<file path="config.mk">
export PLATFORM = sky130hd
export DESIGN_NAME = dd_arbiter
export DESIGN_NICKNAME = d
export VERILOG_FILES = /design/src/rtl/dd_arbiter_pkg.sv /design/src/rtl/dd_arbiter_rr_pick.sv /design/src/rtl/dd_arbiter.sv
export SDC_FILE = /design/constraint.sdc
export NUM_CORES = 1
export LEC_CHECK = 0
export CAP_MARGIN = 20
export CORE_UTILIZATION = 43
export CTS_BUF_LIST = sky130_fd_sc_hd__clkbuf_4
export CTS_CLUSTER_DIAMETER = 200
export CTS_CLUSTER_SIZE = 8
export DETAILED_ROUTE_END_ITERATION = 10
export GPL_ROUTABILITY_DRIVEN = 0
export HOLD_SLACK_MARGIN = 0.08
export PLACE_DENSITY_LB_ADDON = 0.3
export RECOVER_POWER = 100
export SLEW_MARGIN = 0
export SYNTH_ARGS = -nofsm -noshare
export SYNTH_HDL_FRONTEND = slang
export SYNTH_SLANG_ARGS = --single-unit
</file>
<file path="constraint.sdc">
create_clock -name clk -period 4.8 [get_ports clk]
set_clock_uncertainty 0.1 [all_clocks]
set_input_delay 1.2 -clock clk [delete_from_list [all_inputs] [get_ports clk]]
set_output_delay 1.2 -clock clk [all_outputs]
set_load 0.005 [all_outputs]
</file>
<file path="src/rtl/dd_arbiter_pkg.sv">
// Shared definitions for the double-dabble request arbiter: FSM state
// encodings, response codes and small width helpers.
package dd_arbiter_pkg;

    typedef enum logic [1:0] {
        ST_IDLE   = 2'd0,
        ST_ARM    = 2'd1,
        ST_WAIT   = 2'd2,
        ST_FINISH = 2'd3
    } dd_state_e;

    // Value carried on err alongside a done pulse.
    localparam logic RSP_OK      = 1'b0;
    localparam logic RSP_TIMEOUT = 1'b1;

    localparam int DATA_W = 32;

    // Index width for a pool of n requesters; never narrower than one bit.
    function automatic int idx_width(input int n);
        return (n > 2) ? $clog2(n) : 1;
    endfunction

    // Timeout counter width.
    function automatic int cnt_width(input int timeout);
        return $clog2(timeout) + 1;
    endfunction

endpackage

</file>
<file path="src/rtl/dd_arbiter_rr_pick.sv">
// Combinational round-robin picker: first set request bit searching upward
// from last_owner+1, wrapping around, so last_owner itself is checked last.
module rr_pick
    import dd_arbiter_pkg::*;
#(
    parameter int NUM_REQ = 4,
    parameter int OW      = idx_width(NUM_REQ)
) (
    input  logic [NUM_REQ-1:0] req,
    input  logic [OW-1:0]      last_owner,
    output logic [OW-1:0]      winner,
    output logic               any_req
);

    // Walk the requesters in priority order starting just after the last owner.
    always_comb begin
        logic          found;
        logic [OW-1:0] idx;
        found   = 1'b0;
        idx     = '0;
        winner  = '0;
        any_req = |req;
        for (int i = 1; i <= NUM_REQ; i++) begin
            idx = OW'((int'(last_owner) + i) % NUM_REQ);
            if (!found && req[idx]) begin
                winner = idx;
                found  = 1'b1;
            end
        end
    end

endmodule

</file>
<file path="src/rtl/dd_arbiter.sv">
// Arbiter sharing one external binary-to-BCD engine between NUM_REQ
// requesters. One conversion is in flight at a time; the engine is reached
// through the dd_* ports.
//
//   state     | meaning
//   ----------+------------------------------------------------------------
//   ST_IDLE   | no conversion in flight; pick a winner when any req is high
//   ST_ARM    | one-cycle blanking after dd_start; dd_done ignored (stale)
//   ST_WAIT   | waiting for dd_done, timeout counter running
//   ST_FINISH | result/err settled; pulse done[owner] and return to idle
module dd_arbiter
    import dd_arbiter_pkg::*;
#(
    parameter int NUM_REQ = 4,
    parameter int TIMEOUT = 64
) (
    input  logic                      clk,
    input  logic                      resetn,
    input  logic [NUM_REQ-1:0]        req,
    input  logic [DATA_W*NUM_REQ-1:0] req_data,
    output logic [NUM_REQ-1:0]        grant,
    output logic [NUM_REQ-1:0]        done,
    output logic [DATA_W-1:0]         result,
    output logic                      err,
    output logic                      busy,
    output logic [DATA_W-1:0]         dd_input,
    output logic                      dd_start,
    input  logic [DATA_W-1:0]         dd_output,
    input  logic                      dd_done
);

    localparam int OW = idx_width(NUM_REQ);
    localparam int CW = cnt_width(TIMEOUT);
    // Counter value at which an unanswered WAIT gives up.
    localparam logic [CW-1:0] CNT_LAST = CW'(TIMEOUT - 1);
    localparam logic [OW-1:0] OWNER_RST = OW'(NUM_REQ - 1);

    dd_state_e            state_q, state_d;
    logic [NUM_REQ-1:0]   grant_q, grant_d;
    logic [NUM_REQ-1:0]   done_q, done_d;
    logic [DATA_W-1:0]    result_q, result_d;
    logic                 err_q, err_d;
    logic                 busy_q, busy_d;
    logic [DATA_W-1:0]    dd_input_q, dd_input_d;
    logic                 dd_start_q, dd_start_d;
    logic [CW-1:0]        cnt_q, cnt_d;
    logic [OW-1:0]        owner_q, owner_d;
    logic [OW-1:0]        last_owner_q, last_owner_d;

    logic [OW-1:0]        winner;
    logic                 any_req;
    logic [CW-1:0]        cnt_inc;
    logic [DATA_W-1:0]    op_arr [NUM_REQ];

    for (genvar k = 0; k < NUM_REQ; k++) begin : g_op
        assign op_arr[k] = req_data[DATA_W*k +: DATA_W];
    end

    rr_pick #(
        .NUM_REQ (NUM_REQ),
        .OW      (OW)
    ) u_rr_pick (
        .req        (req),
        .last_owner (last_owner_q),
        .winner     (winner),
        .any_req    (any_req)
    );

    assign cnt_inc = cnt_q + CW'(1);

    // Next-state and next-output logic for the conversion sequencer.
    always_comb begin
        state_d      = state_q;
        grant_d      = '0;
        done_d       = '0;
        dd_start_d   = 1'b0;
        result_d     = result_q;
        err_d        = err_q;
        dd_input_d   = dd_input_q;
        cnt_d        = cnt_q;
        owner_d      = owner_q;
        last_owner_d = last_owner_q;

        unique case (state_q)
            ST_IDLE: begin
                if (any_req) begin
                    grant_d[winner] = 1'b1;
                    dd_input_d      = op_arr[winner];
                    dd_start_d      = 1'b1;
                    owner_d         = winner;
                    last_owner_d    = winner;
                    state_d         = ST_ARM;
                end
            end
            ST_ARM: begin
                // dd_done here may be left over from a previous conversion.
                cnt_d   = '0;
                state_d = ST_WAIT;
            end
            ST_WAIT: begin
                if (dd_done) begin
                    result_d = dd_output;
                    err_d    = RSP_OK;
                    state_d  = ST_FINISH;
                end else begin
                    cnt_d = cnt_inc;
                    if (cnt_inc == CNT_LAST) begin
                        result_d = '0;
                        err_d    = RSP_TIMEOUT;
                        state_d  = ST_FINISH;
                    end
                end
            end
            ST_FINISH: begin
                done_d[owner_q] = 1'b1;
                state_d         = ST_IDLE;
            end
            default: begin
                state_d = ST_IDLE;
            end
        endcase

        busy_d = (state_d != ST_IDLE);
    end

    // State and registered outputs; reset abandons any conversion in flight.
    always_ff @(posedge clk or negedge resetn) begin
        if (!resetn) begin
            state_q      <= ST_IDLE;
            grant_q      <= '0;
            done_q       <= '0;
            result_q     <= '0;
            err_q        <= 1'b0;
            busy_q       <= 1'b0;
            dd_input_q   <= '0;
            dd_start_q   <= 1'b0;
            cnt_q        <= '0;
            owner_q      <= '0;
            last_owner_q <= OWNER_RST;
        end else begin
            state_q      <= state_d;
            grant_q      <= grant_d;
            done_q       <= done_d;
            result_q     <= result_d;
            err_q        <= err_d;
            busy_q       <= busy_d;
            dd_input_q   <= dd_input_d;
            dd_start_q   <= dd_start_d;
            cnt_q        <= cnt_d;
            owner_q      <= owner_d;
            last_owner_q <= last_owner_d;
        end
    end

    assign grant    = grant_q;
    assign done     = done_q;
    assign result   = result_q;
    assign err      = err_q;
    assign busy     = busy_q;
    assign dd_input = dd_input_q;
    assign dd_start = dd_start_q;

endmodule

</file>
Yosys cells after proc, flatten, opt, wreduce, memory -nomap -nowiden

Cells that the tools add are included.
Widths: inputs -> output; s select.

Register bits: 88
Latch bits: 0
Bits in writable memories: 0
Bits in read-only memories: 0
Input bits: 167
Output and inout port bits: 75
Word-level logic and storage cells: 84
Memories: 0

Add/sub/neg operators: 5
Multipliers: 0
Divide/modulo/power cells: 0
Order comparisons: 9
Eq/ne operators: 5
Shift operators: 0
Muxes and demuxes: 37
Bitwise operators: 1
Reductions and logical operators: 16

Operator list:

| kind                | number |
|---|---|
| $mux 32             | 4 |
| $bmux 32 s2         | 1 |
| $lt 2x3->1 const B  | 6 |
| $mux 2              | 7 |
| $pmux 7 s2          | 1 |
| $mux 1              | 13 |
| $mux 4              | 3 |
| $bmux 1 s2          | 4 |
| $pmux 2 s4          | 1 |
| $add 7x1->7 const B | 1 |
| $eq 7x6->1 const B  | 1 |
| $mux 7              | 1 |
| $reduce_and 2->1    | 3 |
| $reduce_bool 2->1   | 3 |
| $logic_and 1x1->1   | 5 |
| $add 2x1->2 const B | 2 |
| $add 2x2->2 const B | 2 |
| $demux 1 s2         | 2 |
| $eq 2x2->1 const B  | 2 |
| $ge 2x1->1 const B  | 2 |
| $reduce_or 4->1     | 1 |
| $ge 3x3->1 const B  | 1 |
| $logic_not 1->1     | 3 |
| $not 2->3           | 1 |
| 3 further kinds     | 3 |

Longest topological paths before layout

Gate-level depths: netlist of the first run.

Word-level depth: 19
Depth in mapped cells: 7
Gate-level depth less buffers: 6

Cells and area by module

Synthesis of the first run repeated with hierarchy kept, for this count alone.

Cells, all modules: 406
Area, all modules: 4785.8 µm²

By module, submodules not included:

| module     | instances | cells each | area each (µm²) | seq. area each (µm²) |
|---|---|---|---|---|
| dd_arbiter | 1         | 392        | 4704.5          | 2204.6 |
| rr_pick    | 1         | 14         | 81.3            | 0.0 |

Worst setup path before layout of the first run

No wires, ideal clock.

Path kind: input to register
Start: in req[3]
End: reg dd_input_q[23], in the netlist dd_input[23]
Setup time: 0.142 ns
Arrival: 2.320 ns
Required time: 4.558 ns
Slack: 2.238 ns
Stages on the path: 7
Path buffers: 2
Cells stage by stage: nor2b_1 -> a21oi_1 -> o221ai_2 -> buf_6 -> buf_6 -> mux2i_1 -> o221ai_1

Word-level cells in the longest chain between the ends: 16
Elaborated cells on any way between the ends: 27
Those cells by class: 18 x mux; 1 x bitwise; 8 x reduce/logical

RTL lines:

| element                                     | RTL line                 | source |
|---|---|---|
| from (decl)                                 | dd_arbiter.sv:19         | `input logic [NUM_REQ-1:0] req,` |
| $bmux 1 s2                                  | dd_arbiter_rr_pick.sv:25 | `if (!found && req[idx]) begin` |
| $mux 1 (not written as such)                | dd_arbiter_rr_pick.sv:25 |  |
| $mux 1                                      | dd_arbiter_rr_pick.sv:25 |  |
| $logic_not 1->1                             | dd_arbiter_rr_pick.sv:25 |  |
| $logic_and 1x1->1                           | dd_arbiter_rr_pick.sv:25 |  |
| $mux 1                                      | dd_arbiter_rr_pick.sv:25 |  |
| $logic_not 1->1                             | dd_arbiter_rr_pick.sv:25 |  |
| $logic_and 1x1->1                           | dd_arbiter_rr_pick.sv:25 |  |
| $mux 1                                      | dd_arbiter_rr_pick.sv:25 |  |
| $logic_not 1->1                             | dd_arbiter_rr_pick.sv:25 |  |
| $logic_and 1x1->1                           | dd_arbiter_rr_pick.sv:25 |  |
| $mux 2                                      | dd_arbiter_rr_pick.sv:25 |  |
| $not 2->3 (not written as such)             | dd_arbiter.sv:88         | `dd_input_d = op_arr[winner];` |
| $bmux 32 s2                                 | dd_arbiter.sv:88         |  |
| $mux 32 (not written as such) (2 in series) | dd_arbiter.sv:88         |  |
| to (signal assigned)                        | dd_arbiter.sv:147        | `dd_input_q <= dd_input_d;` |
| to (decl)                                   | dd_arbiter.sv:44         | `logic [DATA_W-1:0] dd_input_q, dd_input_d;` |

Parallel ways exist; a longest one is shown, timed or not. The select of a mux whose other input is x is not followed.
A chain may end at the register's enable or synchronous reset.

Worst setup path after layout of the first run

Start: in dd_done
End: reg result_q[6], in the netlist result[6]

Word-level cells in the longest chain between the ends: 2
Elaborated cells on any way between the ends: 3
Those cells by class: 1 x mux; 2 x reduce/logical

RTL lines:

| element                            | RTL line          | source |
|---|---|---|
| from (decl)                        | dd_arbiter.sv:29  | `input logic dd_done` |
| $reduce_bool 2->1 (no source line) | --                |  |
| $reduce_and 2->1 (no source line)  | --                |  |
| to (signal assigned)               | dd_arbiter.sv:144 | `result_q <= result_d;` |
| to (decl)                          | dd_arbiter.sv:41  | `logic [DATA_W-1:0] result_q, result_d;` |

Parallel ways exist; a longest one is shown, timed or not.

==> results_tabular.tex, run 1 <==
\begin{tabular}{lr}
\hline
Metric & Value \\
\hline
\multicolumn{2}{l}{\textbf{Clock network}} \\
Clock tree sinks & 88 \\
Number of H-tree levels & 3 \\
Cell at the root of the clock tree & clkbuf\_4 \\
Post-CTS setup repair buffer count & 0 \\
Clock insertion delay at the later pin of the skew report & 0.43 ns \\
CTS Buf Count & 9 \\
Maximum buffer depth of the clock tree & 2 \\
CTS clk-pin slew, worst paths & 0.16 ns \\
CTS tree & yes \\
Post-cts resize count & 0 \\
Number of hold buffers added after CTS & 0 \\
\multicolumn{2}{l}{\textbf{Yosys}} \\
Number of distinct standard cells referenced by the synthesized netlist & 34 \\
Combinational family with the most area after synthesis & compound AO/OA/AOI/OAI gates \\
Synth Area per Inst & 10.2 um2 \\
Proportion of synthesized area in mux cells & 15.1\% \\
Post-Synthesis Net Count & 606 \\
Number of synthesized register bits & 88 \\
Simple-gate portion of the synthesized area & 10.2\% \\
Post-Synthesis Cells & 437 \\
Fraction of synthesized cell area in xor and xnor cells & 0.591\% \\
Compound-Gate Fraction of Synth Area & 19.7\% \\
Adder-cell share of the synthesized area & 0.563\% \\
YS warnings & 0 \\
Post-synthesis sequential area ratio & 49.6\% \\
Netlist Area Pre-Place & 0.00444 mm2 \\
\multicolumn{2}{l}{\textbf{GRT}} \\
Largest net degree at the start of global routing & 66 \\
GRT Util Overall & 27.0\% \\
Global-route wire length before repair & 23.1 mm \\
Vias in the first global route & 4499 \\
GRT overflow & 0 \\
Antenna violations before repair & 1 \\
\multicolumn{2}{l}{\textbf{Route}} \\
Total via count in the routed design & 4421 \\
DRC errors left & 0 \\
Drt total wl & 14.4 mm \\
Routed WL per cell & 17.9 um \\
TritonRoute pass-1 iters & 5 \\
DRC violation total after the first TritonRoute iteration & 200 \\
Antenna-violating nets left & 0 \\
Vias per Instance & 5.50 \\
\multicolumn{2}{l}{\textbf{Worst setup path}} \\
Type of destination of the critical path & flop \\
Critical path data arrival time & 3.99 ns \\
Source of the worst register-to-register timing path & state\_q[0] \\
Cells on worst reg2reg path & 6 \\
Critical Path Source & dd\_done \\
Worst R2R End & result[6] \\
Critical path required time & 5.03 ns \\
Type of origin of the critical path & input pin \\
Critical Path Sink & result[6] \\
Maximum net fanout on the critical path & 37 \\
Worst Setup Path Type & input pin to flop \\
Worst-case register-to-register setup slack & 2.04 ns \\
\multicolumn{2}{l}{\textbf{Floorplanning}} \\
Die Ht & 104 um \\
\# IOs & 242 \\
Number of rows in the core area & 36 \\
Effective utilization at floorplan & 44.8\% \\
Core Area & 0.00991 mm2 \\
Die boundary width & 104 um \\
Total Die Area & 0.0107 mm2 \\
\multicolumn{2}{l}{\textbf{Timing}} \\
Pins over their slew limit & 82 \\
RSZ-0062 raised after global routing & false \\
Total negative slack & 0 ns \\
Maximum frequency from static timing analysis & 266 MHz \\
Slew Limit Headroom & -63.6\% \\
Hold Violations, Final & 0 \\
Count of endpoints failing setup in the final report & 0 \\
Fraction of the cycle the final worst path needs & 78.3\% \\
Transition time at the pin with the least slew margin & 2.45 ns \\
Minimum clock period after layout & 3.76 ns \\
\multicolumn{2}{l}{\textbf{Pwr}} \\
Pwr Density & 491 mW/mm2 \\
Worst IR drop on VDD & 0.284 mV \\
Leakage component of the power & 3.08 nW \\
Power consumption & 0.00347 W \\
\multicolumn{2}{l}{\textbf{Status}} \\
Violated checks & capacitance limit, slew limit \\
Outcome & finished, violations left \\
\multicolumn{2}{l}{\textbf{Job}} \\
Number of violations of the max-capacitance limit & 2 \\
\multicolumn{2}{l}{\textbf{Cells and area}} \\
Highest-count cells in the layout ignoring fill and taps & clkdlybuf4s50\_1, dfrtp\_1, nand2\_1 \\
Most common cell after layout, fill and taps aside & clkdlybuf4s50\_1 \\
Final net count & 834 \\
Signed area change from the synthesized netlist to the final layout & 59.1\% \\
Share of cells above drive strength 1 & 4.18\% \\
\multicolumn{2}{l}{\textbf{Hold path}} \\
Worst Hold Class & flop to flop \\
\multicolumn{2}{l}{\textbf{Place}} \\
Count of buffers inserted at the top-level ports & 241 \\
Estimated wirelength of the detail-placed design & 10.4 mm \\
\hline
\end{tabular}
[final cells by class]
class                   count  area [um2]
clock inverters             6        43.8
repair buffers            249        2500
clock buffers              10        75.1
fillers                   744        2840
diodes                      1        2.50
well taps                 133         166
flip-flops and latches     88        2200
multi-input cells         308        2050
inverters                   9        33.8
[cells in the mapped netlist (all sizes together)]
master | count | area share [%]
or3 | 1 | 0.14
nand2 | 79 | 6.7
nand2b | 4 | 0.56
dfrtp | 86 | 48
dfstp | 2 | 1.2
o21ai | 41 | 4.6
nor3 | 5 | 0.56
a22o | 3 | 0.59
nor2 | 13 | 1.1
xor2 | 2 | 0.39
nor2b | 1 | 0.14
and3 | 2 | 0.28
mux2i | 67 | 15
a21oi | 6 | 0.68
o21a | 1 | 0.17
inv | 9 | 0.76
clkbuf | 20 | 1.7
buf | 12 | 1.9
nand4 | 2 | 0.28
xnor2 | 1 | 0.20
ha | 2 | 0.56
o22a | 1 | 0.20
o211ai | 3 | 0.51
nand3 | 4 | 0.45
a22oi | 34 | 5.7
a31oi | 1 | 0.14
o221ai | 33 | 6.6
o31a | 1 | 0.20
a21o | 1 | 0.17
[routing by layer]
| layer | wire length, um | share of wire [%] | GRT usage, % |
|---|---|---|---|
| met3 | 1350 | 9.3 | 9.38 |
| met4 | 399 | 2.8 | 10.2 |
| met2 | 7220 | 50 | 45.4 |
| met5 | 0 | 0 | 0 |
| met1 | 5450 | 38 | 31.9 |
[through the flow]
stage | cell area (um2) | utilization [%] | std cells | setup WS, ns | hold WS (ns)
floorplan | 4440 | - | 437 | 2.24 | 0.325
global placement | 6940 | 70.0 | 785 | 1.52 | 0.342
detailed placement | 6980 | 70.4 | 787 | 1.42 | 0.368
CTS | 7100 | 71.6 | 803 | 1.85 | 0.381
global route | 7070 | 71.4 | 804 | 0.921 | 0.401
finish | 7070 | 71.4 | 804 | 1.04 | 0.385
[power breakdown]
part	leakage, nW	internal [W]	switching (W)
combinational	1.96	0.000954	0.000835
clock	0.0567	0.000113	0.000270
sequential	1.06	0.00107	0.000229
total	3.08	0.00214	0.00133
[flip-flops by register name (all words and copies together), names as in the netlist]
register	flops
dd_input	32
err	1
busy	1
owner_q	2
dd_start	1
last_owner_q	2
done	4
state_q	2
grant	4
result	32
cnt_q	7
[critical path, cell delays in order]
cell	delay, ns
dlygate4sd3_1	0.60
inv_1	0.51
nor2_2	0.25
clkbuf_1	1.06
a22oi_1	0.17
o21ai_0	0.17
[logic make-up (layout without fill, tap and decap cells)]
group,after synthesis,after routing
buf+inv,41,274
fa+ha+maj,2,2
other cells,0,1
compound gates,125,125
mux,67,67
simple gates,111,111
xor+xnor,3,3
flops,88,88
[worst min path at each step]
stage / start / to / slack, ns / cells past startpoint
final: owner_q[1] / done[1] / 0.39 / 1
after global placement: owner_q[1] / done[1] / 0.34 / 1
after global routing: owner_q[1] / done[0] / 0.40 / 1
after detailed placement: owner_q[1] / done[0] / 0.37 / 1
after CTS: owner_q[1] / done[0] / 0.38 / 1
after floorplan: owner_q[1] / done[1] / 0.32 / 1
No activity file was read; power rests on OpenSTA's default activity.
==> inputs of run 2 (changes only) <==
--- a/config.mk
+++ b/config.mk
@@ -6,7 +6,7 @@
 export NUM_CORES = 1
 export LEC_CHECK = 0
 export CAP_MARGIN = 20
-export CORE_UTILIZATION = 43
+export CORE_UTILIZATION = 40
 export CTS_BUF_LIST = sky130_fd_sc_hd__clkbuf_4
 export CTS_CLUSTER_DIAMETER = 200
 export CTS_CLUSTER_SIZE = 8
==> constraint.sdc (replaced) <==
create_clock -name clk -period 3.6 [get_ports clk]
set_clock_uncertainty 0.1 [all_clocks]
set_input_delay 0.9 -clock clk [delete_from_list [all_inputs] [get_ports clk]]
set_output_delay 0.9 -clock clk [all_outputs]
set_load 0.005 [all_outputs]
==> run 2 against run 1 <==
The flow still finishes with violations (capacitance limit, slew limit). Via count shrank 0.90%. Combinational power grew 35%. Utilization shrank 5.4 points. Critical path depth grew 1. Global-route usage shrank 1.5 points. Count of clock-buffer cells in the layout shrank 1. Sequential cell count is the same.
==> results_tabular.tex, run 2 (synthesis results as in run 1) <==
\begin{tabular}{lr}
\hline
Metric & Value \\
\hline
\multicolumn{2}{l}{\textbf{Status}} \\
Outcome & finished, violations left (unchanged) \\
Violated checks & capacitance limit, slew limit (unchanged) \\
\multicolumn{2}{l}{\textbf{Clock network}} \\
CTS clk-pin slew, worst paths & 0.14 ns (was 0.16 ns) \\
Clock tree sinks & 88 (unchanged) \\
Maximum buffer depth of the clock tree & 2 (unchanged) \\
Cell at the root of the clock tree & clkbuf\_4 (unchanged) \\
Post-cts resize count & 0 (unchanged) \\
CTS Buf Count & 9 (unchanged) \\
Clock insertion delay at the later pin of the skew report & 0.44 ns (was 0.43 ns) \\
Number of H-tree levels & 3 (unchanged) \\
Number of hold buffers added after CTS & 0 (unchanged) \\
Post-CTS setup repair buffer count & 0 (unchanged) \\
CTS tree & yes (unchanged) \\
\multicolumn{2}{l}{\textbf{Hold path}} \\
Hold Crit Depth & 1 (unchanged) \\
Worst Hold Class & flop to flop (unchanged) \\
Worst hold path endpoint & done[1] (unchanged) \\
Worst hold start & owner\_q[1] (unchanged) \\
\multicolumn{2}{l}{\textbf{Worst setup path}} \\
Cell with the biggest individual delay on the critical path & dlygate4sd3\_1 (was clkbuf\_1) \\
Worst Setup Path Type & input pin to flop (unchanged) \\
Critical path data arrival time & 2.88 ns (was 3.99 ns) \\
CP peak stage delay & 0.59 ns (was 1.06 ns) \\
Type of origin of the critical path & input pin (unchanged) \\
Source of the worst register-to-register timing path & cnt\_q[1] (was state\_q[0]) \\
Maximum net fanout on the critical path & 69 (was 37) \\
Worst R2R End & result[12] (was result[6]) \\
CP Cell Sequence & dlygate4sd3\_1 > nor2b\_1 > a21oi\_1 > o221ai\_4 > buf\_12 > mux2i\_1 > o221ai\_1 (was dlygate4sd3\_1 > inv\_1 > nor2\_2 > clkbuf\_1 > a22oi\_1 > o21ai\_0) \\
Type of destination of the critical path & flop (unchanged) \\
Cells on worst reg2reg path & 7 (was 6) \\
Worst-case register-to-register setup slack & 0.93 ns (was 2.04 ns) \\
Critical path required time & 3.80 ns (was 5.03 ns) \\
\multicolumn{2}{l}{\textbf{Floorplanning}} \\
Die boundary width & 107 um (was 104 um) \\
Effective utilization at floorplan & 41.0\% (was 44.8\%) \\
\# IOs & 242 (unchanged) \\
Core Area & 0.0108 mm2 (was 0.00991 mm2) \\
Die Ht & 107 um (was 104 um) \\
Number of rows in the core area & 38 (was 36) \\
Total Die Area & 0.0115 mm2 (was 0.0107 mm2) \\
\multicolumn{2}{l}{\textbf{GRT}} \\
GRT Util Overall & 25.5\% (was 27.0\%) \\
Antenna violations before repair & 0 (was 1) \\
Global-route wire length before repair & 22.5 mm (was 23.1 mm) \\
Largest net degree at the start of global routing & 70 (was 66) \\
Vias in the first global route & 4569 (was 4499) \\
GRT overflow & 0 (unchanged) \\
\multicolumn{2}{l}{\textbf{Timing}} \\
Slew Limit Headroom & -55.2\% (was -63.6\%) \\
Maximum frequency from static timing analysis & 373 MHz \\
Pins over their slew limit & 41 (was 82) \\
Transition time at the pin with the least slew margin & 2.33 ns (was 2.45 ns) \\
Hold Violations, Final & 0 (unchanged) \\
Fraction of the cycle the final worst path needs & 74.4\% \\
Count of endpoints failing setup in the final report & 0 (unchanged) \\
Minimum clock period after layout & 2.68 ns \\
RSZ-0062 raised after global routing & false (unchanged) \\
Total negative slack & 0 ns (unchanged) \\
\multicolumn{2}{l}{\textbf{Pwr}} \\
Pwr Density & 670 mW/mm2 (was 491 mW/mm2) \\
Worst IR drop on VDD & 0.332 mV (was 0.284 mV) \\
Leakage component of the power & 3.13 nW (was 3.08 nW) \\
\multicolumn{2}{l}{\textbf{Route}} \\
Vias per Instance & 5.40 (was 5.50) \\
DR WL met3 & 1.21 mm (was 1.35 mm) \\
DRC errors left & 0 (unchanged) \\
TritonRoute pass-1 iters & 5 (unchanged) \\
Routed WL per cell & 17.5 um (was 17.9 um) \\
Met2 wirelength from detailed routing & 7.08 mm (was 7.22 mm) \\
Top layer in use & met4 (unchanged) \\
Metal-1 WL & 5.33 mm (was 5.45 mm) \\
Antenna-violating nets left & 0 (unchanged) \\
DRC violation total after the first TritonRoute iteration & 277 (was 200) \\
Total via count in the routed design & 4381 (was 4421) \\
Drt total wl & 14.2 mm (was 14.4 mm) \\
\multicolumn{2}{l}{\textbf{Cells and area}} \\
Sequential cell area in the final layout & 0.00220 mm2 (unchanged) \\
Signed area change from the synthesized netlist to the final layout & 61.0\% (was 59.1\%) \\
Multi-input combinational cell area & 0.00206 mm2 (was 0.00205 mm2) \\
Number of fillers in the final layout & 866 (was 744) \\
Share of cells above drive strength 1 & 4.62\% (was 4.18\%) \\
Most common cell after layout, fill and taps aside & clkdlybuf4s50\_1 (unchanged) \\
Final Util & 66.0\% (was 71.4\%) \\
Final net count & 835 (was 834) \\
Highest-count cells in the layout ignoring fill and taps & clkdlybuf4s50\_1, dfrtp\_1, nand2\_1 (unchanged) \\
Diodes inserted & 0 (was 1) \\
\multicolumn{2}{l}{\textbf{Place}} \\
Estimated wirelength of the detail-placed design & 10.3 mm (was 10.4 mm) \\
Count of buffers inserted at the top-level ports & 241 (unchanged) \\
\multicolumn{2}{l}{\textbf{Job}} \\
Number of violations of the max-capacitance limit & 1 (was 2) \\
\hline
\end{tabular}
## run 2: cell types whose count changed in the layout (fill, tap and decap cells not counted), sizes merged
cell / previous run / this run
bufinv: 0 / 2
inv: 10 / 12
dlygate4sd3: 77 / 78
buf: 6 / 8
clkdlybuf4s50: 163 / 162
clkbuf: 13 / 11
diode: 1 / 0
clkinvlp: 3 / 0
## run 2: critical path, delay by kind of cell
family / cells / cell delay [ns]
muxes: 1 / 0.28
and+or+nand+nor: 1 / 0.19
AOI/OAI and AO/OA: 3 / 0.45
buffers and inverters: 2 / 0.97
## run 2: where the power goes
part / total (W) / switching, W / internal, W
Sequential: 0.00174 / 0.000305 / 0.00143
Clock: 0.000652 / 0.000362 / 0.000289
Combinational: 0.00241 / 0.00112 / 0.00129
## run 2: layout make-up
type	count	area share, %
sequential	88	30.8
clock inverter	7	1.40
inverter	9	0.472
timing repair buffer	250	35.1
multi-input combinational	308	28.9
tap	140	2.45
clock buffer	9	0.945
## run 2: worst max-delay path by stage
stage,start,end,slack [ns],cells past startpoint
6_report,req[3],dd_input[14],0.92,7
5_1_grt,resetn,dd_input[3],0.63,1
4_1_cts,req[3],dd_input[14],1.04,7
3_5_place_dp,req[3],dd_input[1],0.54,7
3_3_place_gp,req[3],dd_input[1],0.62,7
2_1_floorplan,req[3],dd_input[23],1.34,7
## run 2: per-stage QoR
stage	instances	hold WS, ns	setup WS, ns	power (W)	instance area [um2]
3_5_place_dp	795	0.348	0.543	0.00437	6990
2_1_floorplan	437	0.325	1.34	0.00305	4440
4_1_cts	811	0.316	1.04	0.00504	7160
6_report	811	0.366	0.922	0.00479	7150
5_1_grt	811	0.415	0.633	0.00519	7150
3_3_place_gp	795	0.345	0.618	0.00427	6990
## run 2: routing by layer
layer,up-vias,GRT usage [%]
met5,-,0
met4,0,13.5
met3,36,7.99
met2,180,43.5
met1,2092,28.4
li1,2073,-
==> inputs of run 3 (changes only) <==
==> constraint.sdc (replaced) <==
create_clock -name clk -period 2.7 [get_ports clk]
set_clock_uncertainty 0.1 [all_clocks]
set_input_delay 0.675 -clock clk [delete_from_list [all_inputs] [get_ports clk]]
set_output_delay 0.675 -clock clk [all_outputs]
set_load 0.005 [all_outputs]
==> run 3 against run 2 <==
The run now ends clean. Clock power fell by 3.8%. Critical path depth rose by 1. Worst hold slack improved by 0.0073 ns. Cell count rose by 1.6%. Sequential power rose by 34%. Critical path type unchanged. Via count rose by 2.6%. Sequential share of layout area fell by 0.33 points. Utilization rose by 0.70 points.
==> results_tabular.tex, run 3 (synthesis results as in run 1) <==
\begin{tabular}{lr}
\hline
Metric & Value \\
\hline
\multicolumn{2}{l}{\textbf{Timing}} \\
Total negative slack & 0 ns (unchanged) \\
Hold Violations, Final & 0 (unchanged) \\
Fraction of the cycle the final worst path needs & 91.0\% \\
Minimum clock period after layout & 2.46 ns \\
Transition time at the pin with the least slew margin & 0.860 ns (was 2.33 ns) \\
Slew Limit Headroom & 42.7\% (was -55.2\%) \\
Pins over their slew limit & 0 (was 41) \\
Maximum frequency from static timing analysis & 407 MHz \\
Count of endpoints failing setup in the final report & 0 (unchanged) \\
RSZ-0062 raised after global routing & false (unchanged) \\
Worst Hold Margin & 0.373 ns (was 0.366 ns) \\
\multicolumn{2}{l}{\textbf{Worst setup path}} \\
Cells on worst reg2reg path & 7 (unchanged) \\
Cell with the biggest individual delay on the critical path & dlygate4sd3\_1 (unchanged) \\
Worst Setup Path Type & input pin to flop (unchanged) \\
Worst-case register-to-register setup slack & 0.50 ns (was 0.93 ns) \\
Critical path required time & 2.92 ns (was 3.80 ns) \\
Type of destination of the critical path & flop (unchanged) \\
Buffers plus inverters on the worst setup path & 3 (was 2) \\
Number of cells on the critical path & 8 (was 7) \\
CP peak stage delay & 0.58 ns (was 0.59 ns) \\
Maximum net fanout on the critical path & 15 (was 69) \\
Dominant delay contributor by cell family on the critical path & buffers and inverters (unchanged) \\
Type of origin of the critical path & input pin (unchanged) \\
CP Cell Sequence & dlygate4sd3\_1 > nor2b\_1 > a21oi\_1 > o221ai\_4 > buf\_12 > clkbuf\_1 > mux2i\_1 > o221ai\_1 (was dlygate4sd3\_1 > nor2b\_1 > a21oi\_1 > o221ai\_4 > buf\_12 > mux2i\_1 > o221ai\_1) \\
Critical path data arrival time & 2.68 ns (was 2.88 ns) \\
\multicolumn{2}{l}{\textbf{Place}} \\
Count of buffers inserted at the top-level ports & 241 (unchanged) \\
Total placed instance area & 0.00714 mm2 (was 0.00699 mm2) \\
Estimated wirelength of the detail-placed design & 11.1 mm (was 10.3 mm) \\
Number of instances in the placed design & 807 (was 795) \\
\multicolumn{2}{l}{\textbf{GRT}} \\
GRT Util Overall & 25.8\% (was 25.5\%) \\
Global-route wire length before repair & 22.7 mm (was 22.5 mm) \\
Vias in the first global route & 4748 (was 4569) \\
Antenna violations before repair & 0 (unchanged) \\
Largest net degree at the start of global routing & 62 (was 70) \\
GRT overflow & 0 (unchanged) \\
\multicolumn{2}{l}{\textbf{Job}} \\
Number of violations of the max-capacitance limit & 0 (was 1) \\
\multicolumn{2}{l}{\textbf{Pwr}} \\
Clk network pwr share & 9.9\% (was 13.6\%) \\
Sequential power share & 36.9\% (was 36.2\%) \\
Switching power & 0.00241 W (was 0.00178 W) \\
Leakage component of the power & 3.17 nW (was 3.13 nW) \\
Proportion of power drawn by combinational gates & 53.1\% (was 50.2\%) \\
Worst IR drop on VDD & 0.410 mV (was 0.332 mV) \\
Switching Fraction & 38.1\% (was 37.2\%) \\
Power consumption & 0.00633 W (was 0.00479 W) \\
Pwr Density & 875 mW/mm2 (was 670 mW/mm2) \\
Design internal power & 0.00391 W (was 0.00301 W) \\
\multicolumn{2}{l}{\textbf{Clock network}} \\
CTS clk-pin slew, worst paths & 0.14 ns (about the same) \\
Cell at the root of the clock tree & clkbuf\_4 (unchanged) \\
Clock insertion delay at the later pin of the skew report & 0.44 ns (about the same) \\
CTS Buf Count & 9 (unchanged) \\
CTS tree & yes (unchanged) \\
Post-CTS setup repair buffer count & 0 (unchanged) \\
Maximum buffer depth of the clock tree & 2 (unchanged) \\
Number of H-tree levels & 3 (unchanged) \\
Clock tree sinks & 88 (unchanged) \\
\multicolumn{2}{l}{\textbf{Status}} \\
Outcome & finished clean (was finished, violations left) \\
\multicolumn{2}{l}{\textbf{Cells and area}} \\
Most common cell after layout, fill and taps aside & clkdlybuf4s50\_1 (unchanged) \\
Signed area change from the synthesized netlist to the final layout & 62.7\% (was 61.0\%) \\
Share of cells above drive strength 1 & 5.85\% (was 4.62\%) \\
Post-route non-filler standard cell count & 824 (was 811) \\
Highest-count cells in the layout ignoring fill and taps & clkdlybuf4s50\_1, dfrtp\_1, nand2\_1 (unchanged) \\
Final net count & 848 (was 835) \\
Diodes inserted & 0 (unchanged) \\
Total non-filler cell area in the finished layout & 0.00723 mm2 (was 0.00715 mm2) \\
\multicolumn{2}{l}{\textbf{Route}} \\
TritonRoute pass-1 iters & 5 (unchanged) \\
Drt total wl & 14.7 mm (was 14.2 mm) \\
Total via count in the routed design & 4493 (was 4381) \\
Vias per Instance & 5.45 (was 5.40) \\
DRC violation total after the first TritonRoute iteration & 205 (was 277) \\
Antenna-violating nets left & 0 (unchanged) \\
Routed WL per cell & 17.8 um (was 17.5 um) \\
DRC errors left & 0 (unchanged) \\
\multicolumn{2}{l}{\textbf{Floorplanning}} \\
Die boundary width & 107 um (unchanged) \\
Effective utilization at floorplan & 41.0\% (unchanged) \\
Number of rows in the core area & 38 (unchanged) \\
Core Area & 0.0108 mm2 (unchanged) \\
\# IOs & 242 (unchanged) \\
Die Ht & 107 um (unchanged) \\
Total Die Area & 0.0115 mm2 (unchanged) \\
\multicolumn{2}{l}{\textbf{Hold path}} \\
Worst Hold Class & flop to flop (unchanged) \\
Hold Crit Depth & 1 (unchanged) \\
\hline
\end{tabular}
[run 3: changes by cell type in the layout (fill, tap and decap cells not counted), moves of 2 or more]
cell | previous run | this run
buf_12 | 3 | 5
buf_4 | 5 | 11
bufinv_16 | 2 | 0
clkbuf_2 | 0 | 2
clkinv_1 | 0 | 2
clkinv_2 | 1 | 3
inv_6 | 3 | 0
o21ai_0 | 37 | 33
o21ai_1 | 4 | 8
[run 3: through the flow]
step | util, % | worst slack [ns]
floorplan | - | 0.663
global placement | 65.6 | 0.0764
detailed placement | 65.9 | -0.0606
CTS | 66.9 | 0.429
global route | 66.7 | 0.185
finish | 66.7 | 0.243
[run 3: path summary, 6_finish.rpt]
| path | from | to |
|---|---|---|
| worst max-delay path | req[3] | dd_input[4] |
| worst min-delay path | owner_q[1] | done[1] |
| worst max register to register | cnt_q[1] | result[24] |
| worst min register to register | owner_q[1] | done[1] |
| max in group asynchronous | resetn | result[25] |
| min in group asynchronous | resetn | cnt_q[3] |
[run 3: cell type report]
type / instances / area [um2]
fillers: 847 / 3610
inverters: 9 / 33.8
well taps: 140 / 175
clock buffers: 9 / 67.6
flip-flops and latches: 88 / 2200
clock inverters: 7 / 38.8
repair buffers: 263 / 2650
multi-input cells: 308 / 2060
[run 3: repair_timing]
| action | 4_1_cts | 5_1_grt |
|---|---|---|
| hold buffers | 1 | 0 |
| hold endpoints to repair | 27 | 0 |
| resized for setup | 0 | 0 |
[run 3: power groups by stage]
stage / logic [W] / clock network (W) / registers (W)
final: 0.00336 / 0.000627 / 0.00234
after global placement: 0.00350 / 0 / 0.00234
after global routing: 0.00367 / 0.000703 / 0.00242
after detailed placement: 0.00363 / 0 / 0.00237
after CTS: 0.00364 / 0.000650 / 0.00236
after floorplan: 0.00177 / 0 / 0.00230
[run 3: layer usage]
layer	track usage (%)	share of wire [%]	vias up
met2	46.1	51	200
met1	27.4	37	2168
met5	0	0	-
met4	11.9	2.9	0
li1	-	-	2097
met3	8.41	8.5	28
